[config.mk]
export PLATFORM = sky130hd
export DESIGN_NAME = jump_cond_unit
export DESIGN_NICKNAME = d
export VERILOG_FILES = /design/src/rtl/jump_cond_pkg.sv /design/src/rtl/jump_cond_eval.sv /design/src/rtl/jump_cond_unit.sv
export SDC_FILE = /design/constraint.sdc
export NUM_CORES = 1
export LEC_CHECK = 0
export ABC_AREA = 1
export CORE_MARGIN = 4
export CORE_UTILIZATION = 49
export CTS_CLUSTER_DIAMETER = 120
export DETAILED_ROUTE_END_ITERATION = 8
export PLACE_DENSITY = 0.77
export SLEW_MARGIN = 20
export SYNTH_ARGS = -nofsm -noshare
export SYNTH_HDL_FRONTEND = slang
export SYNTH_HIERARCHICAL = 1
export SYNTH_SLANG_ARGS = --single-unit
[constraint.sdc]
create_clock -name i_clock -period 2.7 [get_ports i_clock]
set_clock_uncertainty 0.1 [all_clocks]
set_input_delay 0.54 -clock i_clock [delete_from_list [all_inputs] [get_ports i_clock]]
set_output_delay 0.54 -clock i_clock [all_outputs]
set_load 0.03 [all_outputs]
[src/rtl/jump_cond_pkg.sv]
// Shared types and constants for the conditional-jump unit: condition codes,
// flag bit positions and FSM states.
package jump_cond_pkg;

    localparam int unsigned ADDR_W_DEF = 16;
    localparam int unsigned FLAG_W     = 4;
    localparam int unsigned COND_W     = 4;

    localparam int unsigned FLAG_Z = 0;
    localparam int unsigned FLAG_C = 1;
    localparam int unsigned FLAG_S = 2;
    localparam int unsigned FLAG_O = 3;

    typedef enum logic [COND_W-1:0] {
        COND_AL  = 4'h0,
        COND_NV  = 4'h1,
        COND_Z   = 4'h2,
        COND_NZ  = 4'h3,
        COND_C   = 4'h4,
        COND_NC  = 4'h5,
        COND_S   = 4'h6,
        COND_NS  = 4'h7,
        COND_O   = 4'h8,
        COND_NO  = 4'h9,
        COND_LT  = 4'hA,
        COND_GE  = 4'hB,
        COND_LE  = 4'hC,
        COND_GT  = 4'hD,
        COND_ULT = 4'hE,
        COND_ULE = 4'hF
    } cond_t;

    typedef enum logic [1:0] {
        ST_IDLE       = 2'd0,
        ST_WAIT_FLAGS = 2'd1,
        ST_HOLD       = 2'd2
    } state_t;

endpackage

[src/rtl/jump_cond_eval.sv]
// Combinational condition evaluator: maps a condition code and a ZCSO flag
// vector to a taken/not-taken decision.
module jump_cond_eval
    import jump_cond_pkg::*;
(
    input  logic [COND_W-1:0] i_cond,
    input  logic [FLAG_W-1:0] i_flags,
    output logic              o_taken_c
);

    logic w_z;
    logic w_c;
    logic w_s;
    logic w_o;
    logic w_lt;

    assign w_z  = i_flags[FLAG_Z];
    assign w_c  = i_flags[FLAG_C];
    assign w_s  = i_flags[FLAG_S];
    assign w_o  = i_flags[FLAG_O];
    assign w_lt = w_s ^ w_o;

    always_comb begin
        o_taken_c = 1'b0;
        case (cond_t'(i_cond))
            COND_AL:  o_taken_c = 1'b1;
            COND_NV:  o_taken_c = 1'b0;
            COND_Z:   o_taken_c = w_z;
            COND_NZ:  o_taken_c = ~w_z;
            COND_C:   o_taken_c = w_c;
            COND_NC:  o_taken_c = ~w_c;
            COND_S:   o_taken_c = w_s;
            COND_NS:  o_taken_c = ~w_s;
            COND_O:   o_taken_c = w_o;
            COND_NO:  o_taken_c = ~w_o;
            COND_LT:  o_taken_c = w_lt;
            COND_GE:  o_taken_c = ~w_lt;
            COND_LE:  o_taken_c = w_z | w_lt;
            COND_GT:  o_taken_c = ~w_z & ~w_lt;
            COND_ULT: o_taken_c = w_c;
            COND_ULE: o_taken_c = w_c | w_z;
            default:  o_taken_c = 1'b0;
        endcase
    end

endmodule

[src/rtl/jump_cond_unit.sv]
// Conditional-jump resolver: evaluates a decoded jump against forwarded ZCSO
// flags, stalling on in-flight flag writers, and hands back a registered decision.
module jump_cond_unit
    import jump_cond_pkg::*;
#(
    parameter int unsigned ADDR_W = ADDR_W_DEF
) (
    input  logic              i_clock,
    input  logic              i_reset_n,
    input  logic [FLAG_W-1:0] i_flags_q,
    input  logic [FLAG_W-1:0] i_flags_wr_en,
    input  logic [FLAG_W-1:0] i_flags_wr_val,
    input  logic              i_flags_pending,
    input  logic              i_req_valid,
    output logic              o_req_ready,
    input  logic [COND_W-1:0] i_req_cond,
    input  logic [ADDR_W-1:0] i_req_target,
    input  logic [ADDR_W-1:0] i_req_pc_next,
    output logic              o_res_valid,
    input  logic              i_res_ready,
    output logic              o_res_taken,
    output logic [ADDR_W-1:0] o_res_pc
);

    state_t              r_state;
    state_t              w_state_nxt;
    logic [COND_W-1:0]   r_cond;
    logic [ADDR_W-1:0]   r_target;
    logic [ADDR_W-1:0]   r_pc_next;
    logic                r_req_ready;
    logic                r_res_valid;
    logic                r_res_taken;
    logic [ADDR_W-1:0]   r_res_pc;

    logic [COND_W-1:0]   w_cond_nxt;
    logic [ADDR_W-1:0]   w_target_nxt;
    logic [ADDR_W-1:0]   w_pc_next_nxt;
    logic                w_req_ready_nxt;
    logic                w_res_valid_nxt;
    logic                w_res_taken_nxt;
    logic [ADDR_W-1:0]   w_res_pc_nxt;

    logic [FLAG_W-1:0]   w_flags_eff;
    logic                w_flags_ok;
    logic                w_in_idle;
    logic [COND_W-1:0]   w_eval_cond;
    logic [ADDR_W-1:0]   w_eval_target;
    logic [ADDR_W-1:0]   w_eval_pc_next;
    logic                w_taken;

    // Per-bit forwarding of flags written this cycle over the stored register.
    assign w_flags_eff = (i_flags_wr_en & i_flags_wr_val) | (~i_flags_wr_en & i_flags_q);
    assign w_flags_ok  = ~i_flags_pending | (i_flags_wr_en != '0);

    // In IDLE the live request is evaluated; in WAIT_FLAGS the latched one.
    assign w_in_idle      = (r_state == ST_IDLE);
    assign w_eval_cond    = w_in_idle ? i_req_cond    : r_cond;
    assign w_eval_target  = w_in_idle ? i_req_target  : r_target;
    assign w_eval_pc_next = w_in_idle ? i_req_pc_next : r_pc_next;

    jump_cond_eval u_eval (
        .i_cond    (w_eval_cond),
        .i_flags   (w_flags_eff),
        .o_taken_c (w_taken)
    );

    always_ff @(posedge i_clock or negedge i_reset_n) begin
        if (!i_reset_n) begin
            r_state     <= ST_IDLE;
            r_cond      <= '0;
            r_target    <= '0;
            r_pc_next   <= '0;
            r_req_ready <= 1'b1;
            r_res_valid <= 1'b0;
            r_res_taken <= 1'b0;
            r_res_pc    <= '0;
        end else begin
            r_state     <= w_state_nxt;
            r_cond      <= w_cond_nxt;
            r_target    <= w_target_nxt;
            r_pc_next   <= w_pc_next_nxt;
            r_req_ready <= w_req_ready_nxt;
            r_res_valid <= w_res_valid_nxt;
            r_res_taken <= w_res_taken_nxt;
            r_res_pc    <= w_res_pc_nxt;
        end
    end

    always_comb begin
        w_state_nxt = r_state;
        case (r_state)
            ST_IDLE: begin
                if (i_req_valid) begin
                    w_state_nxt = w_flags_ok ? ST_HOLD : ST_WAIT_FLAGS;
                end
            end
            ST_WAIT_FLAGS: begin
                if (w_flags_ok) begin
                    w_state_nxt = ST_HOLD;
                end
            end
            ST_HOLD: begin
                if (i_res_ready) begin
                    w_state_nxt = ST_IDLE;
                end
            end
            default: w_state_nxt = ST_IDLE;
        endcase
    end

    // Next values of the registered outputs and latched request fields.
    always_comb begin
        w_cond_nxt      = r_cond;
        w_target_nxt    = r_target;
        w_pc_next_nxt   = r_pc_next;
        w_res_taken_nxt = r_res_taken;
        w_res_pc_nxt    = r_res_pc;
        w_req_ready_nxt = (w_state_nxt == ST_IDLE);
        w_res_valid_nxt = (w_state_nxt == ST_HOLD);
        case (r_state)
            ST_IDLE: begin
                if (i_req_valid) begin
                    w_cond_nxt    = i_req_cond;
                    w_target_nxt  = i_req_target;
                    w_pc_next_nxt = i_req_pc_next;
                    if (w_flags_ok) begin
                        w_res_taken_nxt = w_taken;
                        w_res_pc_nxt    = w_taken ? w_eval_target : w_eval_pc_next;
                    end
                end
            end
            ST_WAIT_FLAGS: begin
                if (w_flags_ok) begin
                    w_res_taken_nxt = w_taken;
                    w_res_pc_nxt    = w_taken ? w_eval_target : w_eval_pc_next;
                end
            end
            default: ;
        endcase
    end

    assign o_req_ready = r_req_ready;
    assign o_res_valid = r_res_valid;
    assign o_res_taken = r_res_taken;
    assign o_res_pc    = r_res_pc;

endmodule

=== Word level (Yosys, flattened, before mapping) ===
Index checks and enable logic that the tools add are counted.

* Eq/ne operators: 19
* Bitwise operators: 15
* Muxes and demuxes: 16
* Reductions and logical operators: 8

{| class="wikitable"
|+ Operators by type and width
! kind !! number
|-
| 16-bit two-way mux || 5
|-
| 4-bit equality test, second input constant || 8
|-
| 16-bit one-hot mux with 2 select lines || 1
|-
| 4-bit by 3-bit equality test with 1-bit output, second input constant || 4
|-
| 1-bit one-hot mux with 15 select lines || 1
|-
| 4-bit bitwise AND || 2
|-
| 4-bit by 2-bit equality test with 1-bit output, second input constant || 2
|-
| 2-bit two-way mux || 4
|-
| 1-bit inverter || 6
|-
| 2-bit one-hot mux with 3 select lines || 1
|-
| 2-bit equality test, second input constant || 2
|-
| 4-bit by 1-bit equality test with 1-bit output, second input constant || 1
|-
| 2-bit zero test || 2
|-
| 4-bit zero test || 1
|-
| 4-bit two-way mux || 1
|-
| 4-bit inverter || 1
|-
| 4-bit bitwise OR || 1
|-
| 2-bit AND reduction || 2
|-
| 4-bit nonzero test || 1
|-
| 1-bit bitwise OR || 3
|-
| 2-bit by 1-bit equality test with 1-bit output, second input constant || 1
|-
| 1-bit two-way mux || 2
|-
| 2-bit != test, second input constant || 1
|-
| 1-bit one-hot mux with 2 select lines || 1
|-
| other kinds (4) || 4
|}

* Bits in registers: 57
* Bits of input ports: 53

=== Depth between registers and ports, before layout ===
* Depth after elaboration: 11
* Gate-level depth with buffers: 21
* Depth with buffers taken out: 18

=== Cells and area by module ===
Netlist, hierarchy kept.

{| class="wikitable"
|+ Modules (own cells, without submodules)
! module !! area each (um2) !! times used !! seq. area each (um2) !! cells each
|-
| jump_cond_unit || 3006.6 || 1 || 1427.6 || 412
|-
| jump_cond_eval || 222.7 || 1 || 0.0 || 57
|}

=== Worst setup path before layout ===
No wires, ideal clock.

* Path kind: reg2reg
* From: register r_state[1]
* To: register r_res_pc[10], in the netlist o_res_pc[10]
* Data required time: 2535 ps
* Period minus slack after synthesis: 2427 ps
* Cell stages (with the launch flop): 21
* Buffers on the path: 3
* Arrival: 2262 ps
* Library setup time: 65 ps
* Setup slack: 273 ps
* Path through: dfrtp_1 inv_2 nand2_4 buf_6 o21ai_0 inv_1 nand2_1 nand2_1 nand2_1 nand2_1 nand2_1 nand2_1 nor2_1 nand2_1 buf_2 inv_2 buf_2 nand3_1 nand2_1 nand2_1 nand2_1

* Word-level cells in the longest chain between the ends: 9

{| class="wikitable"
|+ Ends and longest elaborated chain
! element !! line !! RTL
|-
| start, declared || jump_cond_unit.sv:25 || <nowiki>state_t r_state;</nowiki>
|-
| start signal, assigned || jump_cond_unit.sv:78 || <nowiki>r_state <= w_state_nxt;</nowiki>
|-
| 2-bit zero test (*) || jump_cond_unit.sv:56 || <nowiki>assign w_in_idle = (r_state == ST_IDLE);</nowiki>
|-
| 4-bit two-way mux (*) || jump_cond_unit.sv:57 || <nowiki>assign w_eval_cond = w_in_idle ? i_req_cond : r_cond;</nowiki>
|-
| via w_eval_cond[0] || jump_cond_unit.sv:46 || <nowiki>logic [COND_W-1:0] w_eval_cond;</nowiki>
|-
| 4-bit by 3-bit equality test with 1-bit output or 4-bit equality test (tied branches) || jump_cond_eval.sv:25 || <nowiki>case (cond_t'(i_cond))</nowiki>
|-
| 2-bit OR reduction (no source line) || -- ||
|-
| 1-bit one-hot mux with 15 select lines (*) || jump_cond_eval.sv:25 ||
|-
| via w_taken || jump_cond_unit.sv:49 || <nowiki>logic w_taken;</nowiki>
|-
| 16-bit two-way mux (*) || jump_cond_unit.sv:128, jump_cond_unit.sv:135 ||
|-
| 16-bit two-way mux (*) || jump_cond_unit.sv:126, jump_cond_unit.sv:133 ||
|-
| 16-bit two-way mux || jump_cond_unit.sv:122 || <nowiki>if (i_req_valid) begin</nowiki>
|-
| 16-bit one-hot mux with 2 select lines (*) || jump_cond_unit.sv:120 || <nowiki>case (r_state)</nowiki>
|-
| end signal, assigned || jump_cond_unit.sv:85 || <nowiki>r_res_pc <= w_res_pc_nxt;</nowiki>
|-
| end, declared || jump_cond_unit.sv:33 || <nowiki>logic [ADDR_W-1:0] r_res_pc;</nowiki>
|}

The timed path passes the listed nets; every way through them passes the cells marked *. The select of a mux whose other input is x is not followed.
A chain may end at the register's enable or synchronous reset.

=== Worst setup path in the final report ===
* From: input i_req_cond[2]
* To: register r_res_pc[7], in the netlist o_res_pc[7]

* Word-level cells in the longest chain between the ends: 8

{| class="wikitable"
|+ Ends and longest elaborated chain
! element !! line !! RTL
|-
| start, declared || jump_cond_unit.sv:16 || <nowiki>input logic [COND_W-1:0] i_req_cond,</nowiki>
|-
| 4-bit two-way mux (*) || jump_cond_unit.sv:57 ||
|-
| via w_eval_cond[2] || jump_cond_unit.sv:46 ||
|-
| 4-bit by 3-bit equality test with 1-bit output or 4-bit equality test (tied branches) || jump_cond_eval.sv:25 ||
|-
| 2-bit OR reduction (no source line) || -- ||
|-
| 1-bit one-hot mux with 15 select lines (*) || jump_cond_eval.sv:25 ||
|-
| via w_taken || jump_cond_unit.sv:49 ||
|-
| 16-bit two-way mux (*) || jump_cond_unit.sv:128, jump_cond_unit.sv:135 ||
|-
| 16-bit two-way mux (*) || jump_cond_unit.sv:126, jump_cond_unit.sv:133 ||
|-
| 16-bit two-way mux || jump_cond_unit.sv:122 ||
|-
| 16-bit one-hot mux with 2 select lines (*) || jump_cond_unit.sv:120 ||
|}

Marked as above.

==> run metrics <==
Area growth syn-to-layout 29.29%; Cells after Synth 469; # fillers 564; worst endpoint data arrival time 2.63 ns; die extent in y 89.18 um; adder-cell share of the synthesized area 0%; post-synthesis net count 522; I/O Pins 72; Overflow after GRT 0; CTS buffer count 9; Synth Area in Compound Gates 7.788%; fin nets 592; Worst Setup End Kind flop; die area 7953 um^2; synth warn 6; Initial DRC Count 229; All-Layer GR Usage 21.34%; Finished Layout Cells 619; largest family of logic cells by synthesized area simple AND/OR/NAND/NOR gates; WP data required 2.88 ns; Yosys cell types 23; slew margin rel. 64.04%; RSZ-0062 raised after global routing false; vias after detailed routing 3001; worst hold path type in -> async; core area 6386 um^2; number of global-route vias before repair 2885; DR pass1 iterations 5; Die W 89.18 um; initial antenna violation count 0; sequential cell area fraction in the yosys report 44.21%; largest net degree at the start of global routing 58; Setup crit start kind input port; final instance area 4175 um^2; reg-to-reg startpoint r_state[1]; Area after DPL 3973 um^2; worst slew pin tran 0.5394 ns; Avg Vias per Cell 4.848; Initial Utilization 50.57%; Tcrit/Tclk final 90.76%; CTS tree yes; DP Wirelength 5422 um; CP Max Fanout 16; Power Total 3.639 mW; Max-Cap Viols 0; root buf cell clkbuf_8; drt drc 0; status finished clean; Clock Latency Late Sink 0.33 ns; H-tree levels 3; Pins Over Slew Limit 0; n_diodes 0; Clock Pin Slew Worst Setup and Hold Paths 0.07 ns; area taken by multi-input logic gates 1334 um^2; clk sink count 57; first-pass GRT wire length 13090 um; critical path class in -> reg; Seq cells post-synth 57; Fin Setup TNS 0 ns; dpl cells 605; antenna-violating nets left 0; Leak 2.273 nW; final-report hold violation count 0; crit path launch i_req_cond[2]; PwrDens 871.6 nW/um^2; xor/xnor share of the synthesized area 0%; setup violators final 0; Worst VDD drop 0.7216 mV; post-synthesis simple-gate area fraction 32.12%; Post-Route WL 7826 um; synthesized area per cell 6.886 um^2; postcts setup bufs 0; Clock Tree Buf Depth 2; fmax 408.1 MHz; Util after Layout 65.38%; share of cells above drive strength 1 7.565%; post-cts hold buffer count 0; IO buf count 71; minimum clock period 2.451 ns; Sequential Area 1428 um^2; Post-Syn Area 3229 um^2; CTS resizes 0; Wirelength per Cell 12.64 um; Site Rows 29; post-synthesis mux area share 1.395%; Final GP Congestion 0.9216
where the power goes:
| part | switching (mW) | internal [mW] | total, mW |
|---|---|---|---|
| sequential | 0.152 | 1.11 | 1.26 |
| combinational | 0.930 | 0.620 | 1.55 |
| clock | 0.334 | 0.492 | 0.826 |
metal layers:
metal	wire, um	GRT usage [%]
met1	3511	29.66
met2	3703	33.09
met3	518	4.424
met4	93	7.713
met5	0	0
area by class of cell:
class	instances	share of cell area (%)
Clock buffer	12	3.956
Inverter	85	7.761
Tap cell	77	2.307
Multi-Input combinational cell	307	31.94
Timing Repair Buffer	79	18.94
Clock inverter	2	0.8990
Sequential cell	57	34.19
registers in the layout (all words and copies together), names as in the netlist:
signal	count
r_pc_next	16
o_res_pc	16
r_target	16
r_state	2
o_res_taken	1
o_req_ready	1
r_cond	4
o_res_valid	1
logic make-up (layout without fill, tap and decap cells):
| logic type | Yosys count | in the layout |
|---|---|---|
| AND/OR/NAND/NOR | 256 | 256 |
| buffers and inverters | 105 | 178 |
| flip-flops | 57 | 57 |
| AO/OA/AOI/OAI | 47 | 47 |
| multiplexers | 4 | 4 |
cells in the mapped netlist, drive strengths merged:
| cell | number | area, um^2 |
|---|---|---|
| nand2 | 203 | 779.5 |
| inv | 84 | 315.3 |
| dfrtp | 56 | 1401 |
| o21ai | 43 | 219.0 |
| nand3 | 37 | 185.2 |
| buf | 20 | 143.9 |
| nor2 | 15 | 66.32 |
| mux2 | 4 | 45.04 |
| a21boi | 2 | 22.52 |
| a21oi | 2 | 10.01 |
| clkinv | 1 | 8.760 |
| dfstp | 1 | 26.28 |
| or2 | 1 | 6.260 |
worst max-delay path: stages:
cell,delay [ns]
clkdlybuf4s50_1,0.45
inv_1,0.04
o21ai_0,0.35
inv_1,0.11
nor2_1,0.16
nand2_1,0.07
nand2_1,0.06
nand2_1,0.04
nand2_1,0.05
nor2_1,0.05
nand2_1,0.09
buf_4,0.24
nand3_1,0.16
nand2_1,0.10
nand2_1,0.05
nand2_1,0.05
worst paths after layout:
path	slack, ns	end	cells after the start
worst max-delay path	0.25	o_res_pc[7]	16
worst min register to register	0.38	o_res_pc[8]	2
worst min-delay path	0.08	r_pc_next[7]	1
max in group asynchronous	1.78	o_req_ready	2
min in group i_clock	0.38	o_res_pc[8]	2
worst max register to register	0.30	o_res_pc[7]	16
cell usage in the layout, fill, tap and decap left out, drive strengths merged:
master	instances
a21oi	2
clkbuf	12
or2	1
clkinvlp	1
dfstp	1
buf	9
clkdlybuf4s50	70
inv	84
nand2	203
bufinv	1
clkinv	1
o21ai	43
nor2	15
dfrtp	56
mux2	4
nand3	37
a21boi	2
stage by stage:
step                hold slack (ns)  setup slack [ns]
CTS                         0.09463            0.2909
detailed placement           0.3653          -0.05517
floorplan                    0.1444            0.2731
finish                      0.08274            0.2493
global route                 0.1088        0.00003975
global placement             0.3657         -0.001631
No activity file was read; power rests on OpenSTA's default activity.
